===== src/rtl/scarv_cop_pkg.sv =====
// Shared coprocessor types and sizes for the MALU writeback path.
// Latency: n/a (declarations only).
// Backpressure: n/a.
package scarv_cop_pkg;

  localparam int CPR_NREGS = 16;
  localparam int CPR_AW    = 4;
  localparam int CPR_DW    = 32;

  // The high half of a wide result is always written as a full word.
  localparam logic [3:0] CPR_BEN_ALL = 4'hF;

  typedef enum logic [1:0] {
    IDLE  = 2'd0,
    WR_LO = 2'd1,
    WR_HI = 2'd2
  } malu_wb_state_t;

endpackage


===== src/rtl/scarv_cop_wb_scoreboard.sv =====
// Pending-write busy vector: one bit per CPR, set on accept, cleared on write.
// Latency: set/clear take effect on the next clock edge.
// Backpressure: none; set wins over clear so back-to-back writes stay busy.
module scarv_cop_wb_scoreboard #(
  parameter int NREGS = 16
) (
  input  logic             g_clk,
  input  logic             g_resetn,
  input  logic [NREGS-1:0] set_vec,
  input  logic [NREGS-1:0] clr_vec,
  output logic [NREGS-1:0] busy
);

  // Clear first, then OR in the new sets so a same-cycle set keeps the bit high.
  always_ff @(posedge g_clk or negedge g_resetn) begin
    if (!g_resetn) begin
      busy <= '0;
    end else begin
      busy <= (busy & ~clr_vec) | set_vec;
    end
  end

endmodule


===== src/rtl/scarv_cop_malu_wb.sv =====
// MALU writeback sequencer: turns a narrow/wide result into byte-enabled CPR writes.
// Latency: lo write one cycle after accept, hi write two cycles after (wide only).
// Backpressure: wb_ready drops only during the lo write of a wide result.
// Option: SCARV_COP_MALU_WB_BYPASS_EN lets a narrow result accepted in IDLE write the same cycle.
module scarv_cop_malu_wb
  import scarv_cop_pkg::*;
#(
  parameter int NREGS = CPR_NREGS,
  parameter int AW    = CPR_AW,
  parameter int DW    = CPR_DW
) (
  input  logic             g_clk,
  input  logic             g_resetn,
  input  logic             wb_ivalid,
  output logic             wb_ready,
  input  logic [AW-1:0]    wb_rd,
  input  logic             wb_wide,
  input  logic [3:0]       wb_ben,
  input  logic [DW-1:0]    wb_wdata,
  input  logic [DW-1:0]    wb_wdata_hi,
  output logic             cpr_rd_wen,
  output logic [AW-1:0]    cpr_rd_addr,
  output logic [3:0]       cpr_rd_ben,
  output logic [DW-1:0]    cpr_rd_wdata,
  output logic             wb_done,
  output logic [NREGS-1:0] wb_busy
);

  localparam logic [AW-1:0]    RD_BIT0 = AW'(1);
  localparam logic [NREGS-1:0] ONE_HOT = NREGS'(1);

  malu_wb_state_t state_q, state_d;

  // Holding registers for the second half of a wide result.
  logic            wide_q;
  logic [AW-1:0]   rd_hi_q;
  logic [DW-1:0]   hi_q;

  // Registered write port; these are the values driven during WR_LO/WR_HI.
  logic            wen_q,  wen_d;
  logic [AW-1:0]   addr_q, addr_d;
  logic [3:0]      ben_q,  ben_d;
  logic [DW-1:0]   data_q, data_d;
  logic            done_q, done_d;

  logic            accept;
  logic            byp_hit;
  logic            accept_reg;
  logic [AW-1:0]   rd_lo;
  logic [AW-1:0]   rd_hi;
  logic [NREGS-1:0] set_vec;
  logic [NREGS-1:0] clr_vec;

  // Even/odd pair addressing; for narrow results rd is used unmodified.
  assign rd_lo = wb_wide ? (wb_rd & ~RD_BIT0) : wb_rd;
  assign rd_hi = wb_rd | RD_BIT0;

  assign wb_ready = (state_q == IDLE) | ((state_q == WR_LO) & !wide_q) | (state_q == WR_HI);
  assign accept   = wb_ivalid & wb_ready;

`ifdef SCARV_COP_MALU_WB_BYPASS_EN
  assign byp_hit = accept & (state_q == IDLE) & !wb_wide;
`else
  assign byp_hit = 1'b0;
`endif

  // Results that go through the holding registers rather than the bypass.
  assign accept_reg = accept & !byp_hit;

  // State register.
  always_ff @(posedge g_clk or negedge g_resetn) begin
    if (!g_resetn) begin
      state_q <= IDLE;
    end else begin
      state_q <= state_d;
    end
  end

  // Next state and the write that the next state will drive.
  always_comb begin
    state_d = state_q;
    wen_d   = 1'b0;
    done_d  = 1'b0;
    addr_d  = addr_q;
    ben_d   = ben_q;
    data_d  = data_q;

    case (state_q)
      IDLE:    state_d = accept_reg ? WR_LO : IDLE;
      WR_LO:   state_d = wide_q ? WR_HI : (accept_reg ? WR_LO : IDLE);
      WR_HI:   state_d = accept_reg ? WR_LO : IDLE;
      default: state_d = IDLE;
    endcase

    // Entering WR_LO only happens on an accept, so the live inputs are the source.
    if (state_d == WR_LO) begin
      wen_d  = |wb_ben;
      addr_d = rd_lo;
      ben_d  = wb_ben;
      data_d = wb_wdata;
      done_d = !wb_wide;
    end else if (state_d == WR_HI) begin
      wen_d  = 1'b1;
      addr_d = rd_hi_q;
      ben_d  = CPR_BEN_ALL;
      data_d = hi_q;
      done_d = 1'b1;
    end
  end

  // Capture the wide-result high half and pair index on every registered accept.
  always_ff @(posedge g_clk or negedge g_resetn) begin
    if (!g_resetn) begin
      wide_q  <= 1'b0;
      rd_hi_q <= '0;
      hi_q    <= '0;
    end else if (accept_reg) begin
      wide_q  <= wb_wide;
      rd_hi_q <= rd_hi;
      hi_q    <= wb_wdata_hi;
    end
  end

  // Write-port output registers.
  always_ff @(posedge g_clk or negedge g_resetn) begin
    if (!g_resetn) begin
      wen_q  <= 1'b0;
      addr_q <= '0;
      ben_q  <= '0;
      data_q <= '0;
      done_q <= 1'b0;
    end else begin
      wen_q  <= wen_d;
      addr_q <= addr_d;
      ben_q  <= ben_d;
      data_q <= data_d;
      done_q <= done_d;
    end
  end

`ifdef SCARV_COP_MALU_WB_BYPASS_EN
  // In IDLE the registered port is quiet, so the bypass can take it over.
  assign cpr_rd_wen   = byp_hit ? |wb_ben  : wen_q;
  assign cpr_rd_addr  = byp_hit ? wb_rd    : addr_q;
  assign cpr_rd_ben   = byp_hit ? wb_ben   : ben_q;
  assign cpr_rd_wdata = byp_hit ? wb_wdata : data_q;
  assign wb_done      = byp_hit | done_q;
`else
  assign cpr_rd_wen   = wen_q;
  assign cpr_rd_addr  = addr_q;
  assign cpr_rd_ben   = ben_q;
  assign cpr_rd_wdata = data_q;
  assign wb_done      = done_q;
`endif

  // Busy bits: set for every register a registered accept will write,
  // cleared for the register whose write slot is the current cycle.
  always_comb begin
    set_vec = '0;
    clr_vec = '0;
    if (accept_reg) begin
      set_vec = ONE_HOT << rd_lo;
      if (wb_wide) begin
        set_vec = set_vec | (ONE_HOT << rd_hi);
      end
    end
    if ((state_q == WR_LO) || (state_q == WR_HI)) begin
      clr_vec = ONE_HOT << addr_q;
    end
  end

  scarv_cop_wb_scoreboard #(
    .NREGS (NREGS)
  ) u_scoreboard (
    .g_clk    (g_clk),
    .g_resetn (g_resetn),
    .set_vec  (set_vec),
    .clr_vec  (clr_vec),
    .busy     (wb_busy)
  );

endmodule


===== config.mk =====
export PLATFORM = sky130hd
export DESIGN_NAME = scarv_cop_malu_wb
export DESIGN_NICKNAME = d
export VERILOG_FILES = /design/src/rtl/scarv_cop_pkg.sv /design/src/rtl/scarv_cop_wb_scoreboard.sv /design/src/rtl/scarv_cop_malu_wb.sv
export SDC_FILE = /design/constraint.sdc
export NUM_CORES = 1
export LEC_CHECK = 0
export BUFFER_PORTS_ARGS = -buffer_cell sky130_fd_sc_hd__buf_2
export CAP_MARGIN = 25
export CORE_MARGIN = 2
export CORE_UTILIZATION = 51
export DETAILED_ROUTE_END_ITERATION = 10
export GPL_TIMING_DRIVEN = 0
export PLACE_DENSITY = 0.78
export SETUP_SLACK_MARGIN = 0.15
export SLEW_MARGIN = 40
export SYNTH_ARGS = -nofsm -noshare
export SYNTH_HDL_FRONTEND = slang
export SYNTH_SLANG_ARGS = --single-unit

===== constraint.sdc =====
create_clock -name g_clk -period 3 [get_ports g_clk]
set_input_delay 0.15 -clock g_clk [delete_from_list [all_inputs] [get_ports g_clk]]
set_output_delay 0.15 -clock g_clk [all_outputs]
set_load 0.01 [all_outputs]

# [Word level (Yosys, flattened, before mapping)]
# Index checks and enable logic that the tools add are counted.
[word_totals] word_cells=48 output_inout_bits=59 register_bits=97 in_bits=76
[classes] muxes=16 shifts=3 reduce_logical=7 n_eq_ne=4 bitwise_logic=8
[ops] cell="$mux 32" n=2
[ops] cell="$mux 16" n=3
[ops] cell="$shl 1x4->16 const A" n=3
[ops] cell="$or 16x16->16" n=2
[ops] cell="$and 16x16->16" n=1
[ops] cell="$mux 4" n=4
[ops] cell="$not 16->16" n=1
[ops] cell="$mux 1" n=5
[ops] cell="$eq 2x1->1 const B" n=2
[ops] cell="$eq 2x2->1 const B" n=2
[ops] cell="$pmux 2 s2" n=1
[ops] cell="$reduce_or 4->1" n=1
[ops] cell="$and 1x1->1" n=2
[ops] cell="$logic_not 1->1" n=2
[ops] cell="$logic_not 2->1" n=1
[ops] cell="$mux 2" n=1
[ops] cell="$or 1x1->1" n=2
[ops] cell="$reduce_bool 2->1" n=1
[ops] cell="$reduce_or 2->1" n=1
[ops] cell="$logic_or 1x1->1" n=1

# [Logic depth before layout (Yosys ltp)]
# Gate-level depths: netlist of run 1.
[logic_depth] depth_word=11 mapped_depth=12

# [Hierarchy]
# Synthesis of run 1 repeated with hierarchy kept, for this count alone.
[hier_totals] hier_cells=373 area_unflattened_um2=4289.1
[modules_own_cells] module="scarv_cop_malu_wb" instances=1 area_per_inst_um2=3708.6 seq_area_each_um2=2026.9 cells_each=325
[modules_own_cells] module="scarv_cop_wb_scoreboard" instances=1 area_per_inst_um2=580.6 seq_area_each_um2=400.4 cells_each=48

# [Worst setup path after synthesis of run 1]
# No wires, ideal clock.
[synth_path] path_kind="reg2reg" startpoint="reg state_q[1]" endpoint="reg data_q[15], in the netlist cpr_rd_wdata[15]" setup_slack_ns=0.395 path_stages_with_launch=13 n_path_buf=4 setup_ns=0.083 arrival_time_ns=2.522 path_cell_list="dfrtp_1 inv_1 ha_1 nor2b_1 o31ai_4 buf_6 or2_2 ha_1 clkbuf_1 clkbuf_1 clkbuf_1 nand2_1 o21ai_0"
[synth_between] elab_chain_len=10
[synth_rtl] element="start: declaration" line_no="scarv_cop_malu_wb.sv:32" rtl="malu_wb_state_t state_q, state_d;"
[synth_rtl] element="start signal: assignment" line_no="scarv_cop_malu_wb.sv:75" rtl="state_q <= state_d;"
[synth_rtl] element="$eq 2x1->1" line_no="scarv_cop_malu_wb.sv:58, scarv_cop_malu_wb.sv:88"
[synth_rtl] element="$and 1x1->1" line_no="scarv_cop_malu_wb.sv:58" rtl="assign wb_ready = (state_q == IDLE) | ((state_q == WR_LO) & !wide_q) | (state_q == WR_HI);"
[synth_rtl] element="$or 1x1->1 (2 in a row)" line_no="scarv_cop_malu_wb.sv:58"
[synth_rtl] element="$and 1x1->1" line_no="scarv_cop_malu_wb.sv:59" rtl="assign accept = wb_ivalid & wb_ready;"
[synth_rtl] element="$mux 1" line_no="scarv_cop_malu_wb.sv:89, scarv_cop_malu_wb.sv:90, scarv_cop_malu_wb.sv:91"
[synth_rtl] element="$mux 2" line_no="scarv_cop_malu_wb.sv:90" rtl="WR_LO: state_d = wide_q ? WR_HI : (accept_reg ? WR_LO : IDLE);"
[synth_rtl] element="$pmux 2 s2 (*)" line_no="scarv_cop_malu_wb.sv:88" rtl="case (state_q)"
[synth_rtl] element="$eq 2x1->1 / $eq 2x2->1 (equally long branches)" line_no="scarv_cop_malu_wb.sv:96, scarv_cop_malu_wb.sv:102"
[synth_rtl] element="$mux 32 / $reduce_bool 2->1 (equally long branches)"
[synth_rtl] element="end signal: assignment" line_no="scarv_cop_malu_wb.sv:136" rtl="data_q <= data_d;"
[synth_rtl] element="end: declaration" line_no="scarv_cop_malu_wb.sv:43" rtl="logic [DW-1:0] data_q, data_d;"
# Mark *: on every way between the ends. The rest lies on a longest branch, timed or not.
# A chain may end at the register's enable or synchronous reset.

# [Worst setup path after layout of run 1]
[layout_path] startpoint="reg state_q[1]" endpoint="reg addr_q[1], in the netlist cpr_rd_addr[1]"
[layout_between] elab_chain_len=10
[layout_rtl] element="$eq 2x1->1" line_no="scarv_cop_malu_wb.sv:58, scarv_cop_malu_wb.sv:88"
[layout_rtl] element="$and 1x1->1" line_no="scarv_cop_malu_wb.sv:58"
[layout_rtl] element="$or 1x1->1 (2 in a row)" line_no="scarv_cop_malu_wb.sv:58"
[layout_rtl] element="$and 1x1->1" line_no="scarv_cop_malu_wb.sv:59"
[layout_rtl] element="$mux 1" line_no="scarv_cop_malu_wb.sv:89, scarv_cop_malu_wb.sv:90, scarv_cop_malu_wb.sv:91"
[layout_rtl] element="$mux 2" line_no="scarv_cop_malu_wb.sv:90"
[layout_rtl] element="$pmux 2 s2 (*)" line_no="scarv_cop_malu_wb.sv:88"
[layout_rtl] element="via state_d[0]" line_no="scarv_cop_malu_wb.sv:32"
[layout_rtl] element="$eq 2x1->1 / $eq 2x2->1 (equally long branches)" line_no="scarv_cop_malu_wb.sv:96, scarv_cop_malu_wb.sv:102"
[layout_rtl] element="$mux 4 / $reduce_bool 2->1 (equally long branches)"
[layout_rtl] element="end signal: assignment" line_no="scarv_cop_malu_wb.sv:134" rtl="addr_q <= addr_d;"
[layout_rtl] element="end: declaration" line_no="scarv_cop_malu_wb.sv:41" rtl="logic [AW-1:0] addr_q, addr_d;"
# The timed path passes the listed nets; every way through them passes the cells marked *.

==> results of run 1 <==
cell usage after synthesis, types with 4 or more instances:
cell type,count
nor3b_1,4
ha_1,7
mux2i_1,37
o21ai_0,53
buf_6,4
clkbuf_1,11
a21oi_1,4
inv_1,9
nand2b_1,6
o31ai_1,12
buf_2,5
mux2_2,35
nand2_1,40
o41ai_1,5
dfrtp_1,97
timing repair:
| action | in CTS | in global routing |
|---|---|---|
| hold buffers | 3 | 0 |
| buffers inserted | 1 | 0 |
| gates resized for setup | 5 | 8 |
| setup endpoints to repair | 34 | 36 |
| pin swaps | 1 | 0 |
| hold endpoints to repair | 47 | 0 |
sequential cells by signal, summed over array words and instances, names as in the netlist:
register           flops
cpr_rd_addr            4
cpr_rd_ben             4
cpr_rd_wdata          32
cpr_rd_wen             1
hi_q                  32
rd_hi_q                4
state_q                2
u_scoreboard.busy     16
wb_done                1
wide_q                 1
worst max path at each step:
stage | to | start | slack, ns
final | cpr_rd_addr[1] | state_q[1] | 0.35
after detailed placement | cpr_rd_wdata[16] | state_q[1] | -0.30
after floorplan | cpr_rd_wdata[15] | state_q[1] | 0.40
after global placement | cpr_rd_wdata[18] | state_q[1] | -0.15
after CTS | cpr_rd_wdata[16] | state_q[1] | 0.16
after global routing | cpr_rd_wdata[29] | state_q[1] | 0.19
kinds of logic (layout without fill, tap and decap cells):
kind of cell / count (synthesis) / after routing
flip-flops: 97 / 97
AO/OA/AOI/OAI: 76 / 76
AND/OR/NAND/NOR: 59 / 59
adder cells (fa/ha/maj): 7 / 7
multiplexers: 74 / 74
buffers and inverters: 29 / 181
power groups by stage:
| stage | clock network, mW | registers (mW) | logic, mW |
|---|---|---|---|
| after CTS | 0.887 | 2.29 | 2.78 |
| after detailed placement | 0 | 2.31 | 2.73 |
| after global placement | 0 | 2.27 | 2.62 |
| final | 0.867 | 2.29 | 2.76 |
| after global routing | 0.929 | 2.35 | 3.08 |
| after floorplan | 0 | 2.42 | 1.66 |
worst reg2reg max path: stages, from the launching register on:
cell	delay [ns]
dfrtp_1	0.40
inv_1	0.08
ha_1	0.19
nor2b_2	0.17
o31ai_4	0.28
buf_6	0.21
clkbuf_4	0.23
nor2_2	0.07
ha_1	0.21
buf_4	0.20
buf_4	0.21
mux2i_1	0.13
o21ai_0	0.19
area by class of cell:
type / count / share of cell area, %
Timing Repair Buffer: 137 / 14.05
Clock buffer: 11 / 2.877
Inverter: 9 / 0.6419
Tap cell: 102 / 2.425
Buffer: 20 / 2.425
Clock inverter: 4 / 0.9986
Sequential cell: 97 / 46.12
Multi-Input combinational cell: 216 / 30.46
cells in the final DEF (no fill, tap or decap), drive strengths merged, types with 2 or more instances in the layout:
master,count
clkbuf,23
inv,9
nand2,40
dlygate4sd3,3
or2,2
o21ai,53
nand3b,2
mux2,37
clkinv,3
a21oi,4
ha,7
o31ai,13
dfrtp,97
nor3b,4
o41ai,5
buf,142
nand2b,6
mux2i,37
metal layers:
layer	vias to the layer above	track usage, %
li1	1489	-
met1	1509	27.75
met2	110	37.02
met3	11	5.587
met4	0	9.541
met5	-	0
per-stage QoR:
| step | instances | setup WS (ns) | hold slack, ns | instance area (µm²) | total power, mW |
|---|---|---|---|---|---|
| floorplan | 342 | 0.3950 | -0.1456 | 4170 | 4.074 |
| global placement | 576 | -0.1462 | 0.3628 | 4959 | 4.894 |
| detailed placement | 577 | -0.3003 | 0.06770 | 4996 | 5.046 |
| CTS | 596 | 0.1644 | 0.005098 | 5248 | 5.954 |
| global route | 596 | 0.1854 | 0.006695 | 5263 | 6.357 |
| finish | 596 | 0.3480 | 0.02044 | 5263 | 5.910 |
==> metrics.md, run 1 <==
| Metric | Value |
|---|---|
| CTS tree | `yes` |
| Combinational power share | `between 40% and 50%` |
| Max_cap viols | `0` |
| Post-route DRC | `0` |
| Reg2reg end | `cpr_rd_addr[1]` |
| Final ANT Viol Nets | `0` |
| Hold Path Class | `in -> reg` |
| Via count | `roughly 3,100` |
| WL met3 | `737 µm` |
| # nets final | `~570` |
| First-pass GRT wire length | `between 15,000 and 20,000 µm` |
| Simple-gate portion of the synthesized area | `approximately 6.6%` |
| Multi-input gate area | `~1600 µm²` |
| Sequential power share | `roughly 39%` |
| Detailed Route WL | `approximately 9500 µm` |
| Final HPWL DP | `a little over 7000 µm` |
| Flop2flop setup slack | `~0.35 ns` |
| WL/cell | `approximately 16 µm` |
| Cell Area, Synth | `approximately 4200 µm²` |
| Gpl congestion | `0.8707` |
| Die Area | `8916 µm²` |
| Final worst-path cycle share | `88.40%` |
| Worst hold endpoint | `hi_q[6]` |
| Hold depth | `2` |
| Sw Ratio | `38.56%` |
| Setup tns final | `0 ns` |
| RSZ-0062 raised after global routing | `no` |
| Leak pwr | `2.491 nW` |
| Die Wd | `around 94 µm` |
| Crit path required time | `between 3 and 4 ns` |
| Highest routed layer | `met4` |
| P_sw | `2.279 mW` |
| IO buf count | `132` |
| P_int | `around 3.6 mW` |
| Startpoint Class | `flop` |
| Root buffer cell | `clkbuf_8` |
| Final Util | `about 67%` |
| Post-Synth XOR/XNOR Area | `0%` |
| Pin count of the biggest net entering global routing | `53` |
| CP peak stage delay | `about 0.40 ns` |
| Area grow syn2layout | `26.19%` |
| Rel. slew slack | `just under 70%` |
| Core Rows | `32` |
| Share of the synthesized area in the top cell type | `about three fifths` |
| Slowest CP cell | `dfrtp_1` |
| Final setup fails | `0` |
| Synth top area cells | `dfrtp_1 (58%), mux2_2 (9.5%), mux2i_1 (8.9%)` |
| Initial antenna violation count | `0` |
| Slew of the pin with the lowest slew margin | `between 0.4 and 0.5 ns` |
| R2R cell count | `12` |
| Htree depth | `3` |
| Vias in the first global route | `3,111` |
| Synth Area in Compound Gates | `approximately 11%` |
| Flops & latches, synth | `97` |
| Cell family with most CP delay | `buffers and inverters` |
| Clk_lat worst skew | `around 0.36 ns` |
| Fmax | `between 0.3 and 0.4 GHz` |
| Cell count after synthesis | `342` |
| Worst Min Path Start | `wb_wdata_hi[6]` |
| Die Y | `around 94 µm` |
| Worst VDD drop | `slightly below 0.6 mV` |
| Fin crit period | `between 2 and 3 ns` |
| Async SR Flop Fraction | `between 90% and 100%` |
| YS warnings | `0` |
| Area leader, netlist | `dfrtp_1` |
| 1st-pass router iterations | `4` |
| CP Max Fanout | `10` |
| Final hold vios | `0` |
| Power density cells | `roughly 1100 nW/µm²` |
| CP cell instances | `inv_1, ha_1, nor2b_2, o31ai_4, buf_6, clkbuf_4, nor2_2, ha_1, buf_4, buf_4, mux2i_1, o21ai_0` |
| Synth Net Count | `425` |
| Outcome | `finished, final reports clean` |
| Starting Density | `a little over half` |
| Core box area | `between 7000 and 8000 µm²` |
| GRT Total Usage | `~22%` |
| Crit path buf inv count | `5` |
| Crit path capture type | `flop` |
| Top_reg_cell synth | `dfrtp_1` |
| Multiplexer share of the synthesized area | `around a fifth` |
| Total CTS buffers | `9` |
| M1 WL | `between 3000 and 4000 µm` |
| Crit path DAT | `between 2 and 3 ns` |
| Layout cells sized above 1 | `about two fifths` |
| Clock power frac | `14.7%` |
| Antenna fix cells | `0` |
| Longest Clk Path Bufs | `2` |
| Register area share after synthesis | `roughly three fifths` |
| Top-Level Pins | `approximately 140` |
| EDFF count, synth | `0` |
| CTS Sinks | `97` |
| Final-report max-slew violation count | `0` |
| Count of different cell masters after synthesis | `25` |
| First DRT Iteration DRCs | `roughly 130` |
| Largest family of logic cells by synthesized area | `multiplexers` |
| Setup CP Type | `reg -> reg` |
| CP Depth | `12` |
| Syn avg cell area | `around 12 µm²` |
| Reg2reg start | `state_q[1]` |
| Total gr overflow | `0` |
| Vias per cell | `5.233` |
| DR WL met2 | `about 4700 µm` |
| Synthesized-area fraction occupied by adder cells | `2.100%` |
| Fillers | `624` |
| Layout Skew | `around 0.013 ns` |
| Reg clk slew, reported paths | `0.10 ns` |
| Reg area | `~2400 µm²` |
Note: power is estimated with default switching activity, not from simulation.
==> inputs of run 2 (changes only) <==
CORE_UTILIZATION = 53   (was 51)
PLACE_DENSITY = 0.81   (was 0.78)
clock period = 3.4 ns   (was 3 ns; I/O delays follow)
==> run 2 against run 1 <==
Against the previous run: clock power down 12%; critical path type unchanged; routed wire length is 3.1% lower; largest cell class unchanged; critical endpoint is now cpr_rd_wdata[28]; cell count down 0.34%.
==> metrics.md, run 2 (synthesized netlist as in run 1, its figures left out) <==
| Metric | Value |
|---|---|
| Outcome | `finished, final reports clean` |
| Highest routed layer | `met4` |
| Post-route DRC | `0` |
| Flop2flop setup slack | `roughly 0.46 ns` |
| R2R cell count | `12` |
| Final ANT Viol Nets | `0` |
| Vias in the first global route | `between 3,000 and 4,000` |
| Area grow syn2layout | `24.87%` |
| Setup CP Type | `reg -> reg` |
| Antenna fix cells | `0` |
| Reg2reg start | `state_q[1]` |
| Core box area | `~7700 µm²` |
| Leak pwr | `about 2.5 nW` |
| Final HPWL DP | `around 6900 µm` |
| Via count | `around 3,100` |
| Total CTS buffers | `9` |
| CTS Sinks | `just under 100` |
| Initial antenna violation count | `0` |
| Clk_lat worst skew | `0.35 ns` |
| Gpl congestion | `~0.92` |
| Slew of the pin with the lowest slew margin | `roughly 0.5 ns` |
| Crit path DAT | `between 3 and 4 ns` |
| WL/cell | `approximately 15 µm` |
| Detailed Route WL | `roughly 9000 µm` |
| RSZ-0062 raised after global routing | `no` |
| Post-place setup slack | `approximately 0.14 ns` |
| Final hold vios | `0` |
| Most common cell after layout, fill and taps aside | `buf_2` |
| Final Util | `between 60% and 70%` |
| Startpoint Class | `flop` |
| Final-report max-slew violation count | `0` |
| CTS tree | `yes` |
| Setup tns final | `0 ns` |
| Hold Path Class | `in -> reg` |
| Root buffer cell | `clkbuf_8` |
| Crit path capture type | `flop` |
| Worst VDD drop | `0.4978 mV` |
| Crit path required time | `~3.6 ns` |
| Longest Clk Path Bufs | `2` |
| Reg2reg end | `cpr_rd_wdata[28]` |
| Fmax | `approximately 0.34 GHz` |
| Die Area | `8594 µm²` |
| Commonest cells after routing, fill and taps aside | `buf_2 (136), dfrtp_1 (97), o21ai_0 (53)` |
| 1st-pass router iterations | `4` |
| First-pass GRT wire length | `approximately 15,000 µm` |
| Die Y | `92.71 µm` |
| Worst Min Path Start | `wb_wdata_hi[26]` |
| M1 WL | `3845 µm` |
| Fin crit period | `approximately 3 ns` |
| WL met3 | `approximately 740 µm` |
| Layout Skew | `0.01074 ns` |
| Top-Level Pins | `~140` |
| Layout cells sized above 1 | `around two fifths` |
| Final worst slack | `~0.46 ns` |
| GRT Total Usage | `between 20 and 25%` |
| # nets final | `between 500 and 600` |
| Vias per cell | `roughly 5.3` |
| Reg clk slew, reported paths | `approximately 0.090 ns` |
| Rel. slew slack | `approximately two thirds` |
| Core Rows | `32` |
| DR WL met2 | `roughly 4500 µm` |
| Final worst-path cycle share | `86.50%` |
| Worst hold endpoint | `hi_q[26]` |
| Hold depth | `2` |
| Pin count of the biggest net entering global routing | `52` |
| Starting Density | `a little over half` |
| Total gr overflow | `0` |
| Max_cap viols | `0` |
| Final setup fails | `0` |
| Htree depth | `3` |
| Power density cells | `slightly below 1000 nW/µm²` |
| CP Max Fanout | `10` |
| Die Wd | `about 93 µm` |
| First DRT Iteration DRCs | `137` |
| IO buf count | `around 130` |
==> run 2: cell types whose count changed in the layout (fill, tap and decap cells not counted), moves of 2 or more <==
cell,before,now
clkbuf_1,8,12
dlygate4sd3_1,3,1
buf_2,132,136
clkbuf_4,2,0
clkinv_4,2,0
buf_4,3,1
==> run 2: area by class of cell <==
class / instances / area [µm²]
sequential: 97 / 2427
inverter: 9 / 33.78
tap: 102 / 127.6
fill: 596 / 2480
timing repair buffer: 135 / 711.9
buffer: 20 / 112.6
clock buffer: 13 / 158.9
clock inverter: 2 / 37.54
multi-input combinational: 216 / 1598
==> run 2: power by group <==
group	switching (mW)	internal, mW
Combinational	1.31	1.07
Sequential	0.296	1.72
Clock	0.382	0.378
==> run 2: worst max path at each step <==
stage,slack [ns],from,depth (start not counted),to
4_1_cts,0.29,state_q[1],12,cpr_rd_wdata[15]
3_5_place_dp,0.14,state_q[1],12,cpr_rd_wdata[21]
3_3_place_gp,0.25,state_q[1],12,cpr_rd_wdata[17]
5_1_grt,0.16,state_q[1],12,cpr_rd_wdata[19]
2_1_floorplan,0.80,state_q[1],12,cpr_rd_wdata[15]
6_report,0.46,state_q[1],12,cpr_rd_wdata[28]
==> run 2: critical path, stage by stage (launching register included) <==
cell	delay [ns]
dfrtp_1	0.42
inv_1	0.10
ha_1	0.16
nor2b_1	0.25
o31ai_4	0.11
buf_4	0.20
buf_2	0.20
nor2_1	0.20
ha_1	0.20
buf_2	0.29
buf_2	0.36
mux2i_1	0.21
o21ai_0	0.11
==> run 2: what timing repair did <==
item                       CTS  global route
hold endpoints to repair    46             0
buffers inserted             1             0
pin swaps                    1             0
gates resized for setup      0             2
setup endpoints to repair    5            10
gates cloned                 0             0
hold buffers                 1             0
==> run 2: metrics by stage <==
step                total power [mW]  hold WS (ns)  std cells  cell area, µm²
CTS                            5.194       0.01063        594            5206
detailed placement             4.429        0.1308        577            4992
global placement               4.308        0.3826        576            4959
global route                   5.558       0.01530        594            5207
floorplan                      3.595       -0.1256        342            4170
finish                         5.153       0.02418        594            5207
==> run 2: metal layers <==
metal	global-route usage, %	up-vias
met5	0	-
met4	6.985	0
met3	7.242	10
met2	38.44	120
met1	28.37	1504
li1	-	1493
==> inputs of run 3 (changes only) <==
HOLD_SLACK_MARGIN = 0.06   (was default)
==> run 3 against run 2 <==
Against the previous run: cell count rose by 5.6%; flip-flop and latch count did not move; non-clock buffer count rose by 33; setup slack improved by 0.0068 ns; combinational power rose by 3%; critical path type unchanged; critical endpoint unchanged; largest cell class unchanged; largest power group unchanged.
==> metrics.md, run 3 (synthesized netlist as in run 1, its figures left out) <==
| Metric | Value |
|---|---|
| Reg2reg start | `state_q[1]` |
| Placed cells | `577` |
| 1st-pass router iterations | `5` |
| Root buffer cell | `clkbuf_8` |
| Total gr overflow | `0` |
| Top-Level Pins | `between 100 and 150` |
| Worst hold endpoint | `cpr_rd_wen` |
| Vias per cell | `5.338` |
| Startpoint Class | `flop` |
| Slew of the pin with the lowest slew margin | `approximately 0.54 ns` |
| Longest Clk Path Bufs | `2` |
| Layout cells sized above 1 | `between 30% and 40%` |
| Die Wd | `about 90 µm` |
| Flop2flop setup slack | `0.47 ns` |
| Power density cells | `944.2 nW/µm²` |
| Clk_lat worst skew | `0.35 ns` |
| Die Y | `approximately 90 µm` |
| Fillers | `approximately 550` |
| Pin count of the biggest net entering global routing | `52` |
| Reg2reg end | `cpr_rd_wdata[28]` |
| Setup CP Type | `reg -> reg` |
| Htree depth | `3` |
| Die Area | `~8600 µm²` |
| Vias in the first global route | `between 3,000 and 4,000` |
| Initial antenna violation count | `0` |
| Final hold vios | `0` |
| Slowest CP cell | `dfrtp_1` |
| Via count | `approximately 3,300` |
| Rel. slew slack | `a little under two thirds` |
| Most common cell after layout, fill and taps aside | `buf_2` |
| Fin cells | `~630` |
| Fin crit period | `~2.9 ns` |
| Crit path capture type | `flop` |
| Fmax | `0.3408 GHz` |
| Hold Path Class | `in -> reg` |
| Final-report max-slew violation count | `0` |
| Met1 Resource Use GR | `a little under a third` |
| Core Rows | `32` |
| Layout Skew | `0.01056 ns` |
| Max_cap viols | `0` |
| DP Area | `4992 µm²` |
| Leak pwr | `~2.6 nW` |
| Total CTS buffers | `9` |
| CTS tree | `yes` |
| WL/cell | `around 16 µm` |
| RSZ-0062 raised after global routing | `no` |
| Final ANT Viol Nets | `0` |
| CP peak stage delay | `0.42 ns` |
| Outcome | `finished, final reports clean` |
| # nets final | `just over 600` |
| Area grow syn2layout | `32.79%` |
| First DRT Iteration DRCs | `approximately 110` |
| Detailed Route WL | `roughly 10,000 µm` |
| CTS Sinks | `97` |
| Post-route DRC | `0` |
| Setup tns final | `0 ns` |
| CP Max Fanout | `10` |
| First-pass GRT wire length | `16,830 µm` |
| Design Area, Final | `around 5500 µm²` |
| Worst VDD drop | `about 0.50 mV` |
| Worst Min Path Start | `wb_ben[0]` |
| GRT Total Usage | `25.20%` |
| Antenna fix cells | `0` |
| CP cell instances | `inv_1, ha_1, nor2b_1, o31ai_4, buf_4, buf_2, nor2_1, ha_1, buf_2, buf_2, mux2i_1, o21ai_0` |
| Final worst-path cycle share | `between 80 and 90%` |
| Core box area | `approximately 7700 µm²` |
| Commonest cells after routing, fill and taps aside | `buf_2 (136), dfrtp_1 (97), o21ai_0 (53)` |
| Gpl congestion | `0.9243` |
| Crit path required time | `about 3.6 ns` |
| Hold depth | `3` |
| Final HPWL DP | `around 7000 µm` |
| R2R cell count | `12` |
| IO buf count | `~130` |
| Cell mode on critical path | `buf_2` |
| Crit path DAT | `about 3.1 ns` |
| GRT busiest layer | `met2` |
| GRT met2 Usage | `a little over two fifths` |
| Met3 Track Usage GR | `between 6 and 7%` |
| Reg clk slew, reported paths | `around 0.09 ns` |
| Worst hold margin | `roughly 0.075 ns` |
| Final setup fails | `0` |
| Starting Density | `around 54%` |
==> run 3: worst max-delay path: cells and delay by family, from the launching register on <==
kind / cells / cell delay (ns)
AOI/OAI and AO/OA: 2 / 0.22
adders and majority gates: 2 / 0.36
buffers and inverters: 5 / 1.13
DFF: 1 / 0.42
muxes: 1 / 0.21
and+or+nand+nor: 2 / 0.45
==> run 3: routing by layer <==
layer	up-vias	share of wire (%)
li1	1554	-
met1	1631	40
met2	144	51
met3	18	7.5
met4	0	1.9
met5	-	0
==> run 3: metrics by stage <==
step	total power [mW]	setup WS, ns	utilization [%]
after floorplan	3.595	0.7950	-
after global placement	4.308	0.2535	64.50
after detailed placement	4.429	0.1439	64.94
after CTS	5.223	0.2944	72.02
after global routing	5.623	0.1637	72.04
final	5.229	0.4658	72.04
==> run 3: worst max-delay path by stage <==
stage / from / end / slack (ns) / cells after the start
2_1_floorplan: state_q[1] / cpr_rd_wdata[15] / 0.80 / 12
3_5_place_dp: state_q[1] / cpr_rd_wdata[21] / 0.14 / 12
6_report: state_q[1] / cpr_rd_wdata[28] / 0.47 / 12
5_1_grt: state_q[1] / cpr_rd_wdata[19] / 0.16 / 12
3_3_place_gp: state_q[1] / cpr_rd_wdata[17] / 0.25 / 12
4_1_cts: state_q[1] / cpr_rd_wdata[15] / 0.29 / 12
==> run 3: repair_timing <==
| item | CTS | global route |
|---|---|---|
| endpoints found under the hold margin | 78 | 0 |
| resized for setup | 0 | 2 |
| buffers inserted | 1 | 0 |
| pin swaps | 1 | 0 |
| endpoints found under the setup margin | 5 | 10 |
| hold buffers | 34 | 0 |
==> run 3: power breakdown <==
part | switching [mW] | leakage, nW | internal, mW
registers | 0.311 | 1.13 | 1.72
logic | 1.34 | 1.38 | 1.10
clock network | 0.383 | 0.0957 | 0.378
==> run 3: area by class of cell <==
| class | count | area [µm²] | area share (%) |
|---|---|---|---|
| Sequential cell | 97 | 2427 | 43.83 |
| Multi-Input combinational cell | 216 | 1598 | 28.85 |
| Timing Repair Buffer | 168 | 1042 | 18.82 |
| Clock buffer | 13 | 158.9 | 2.869 |
| Tap cell | 102 | 127.6 | 2.305 |
| Buffer | 20 | 112.6 | 2.033 |
| Clock inverter | 2 | 37.54 | 0.6778 |
| Inverter | 9 | 33.78 | 0.6100 |
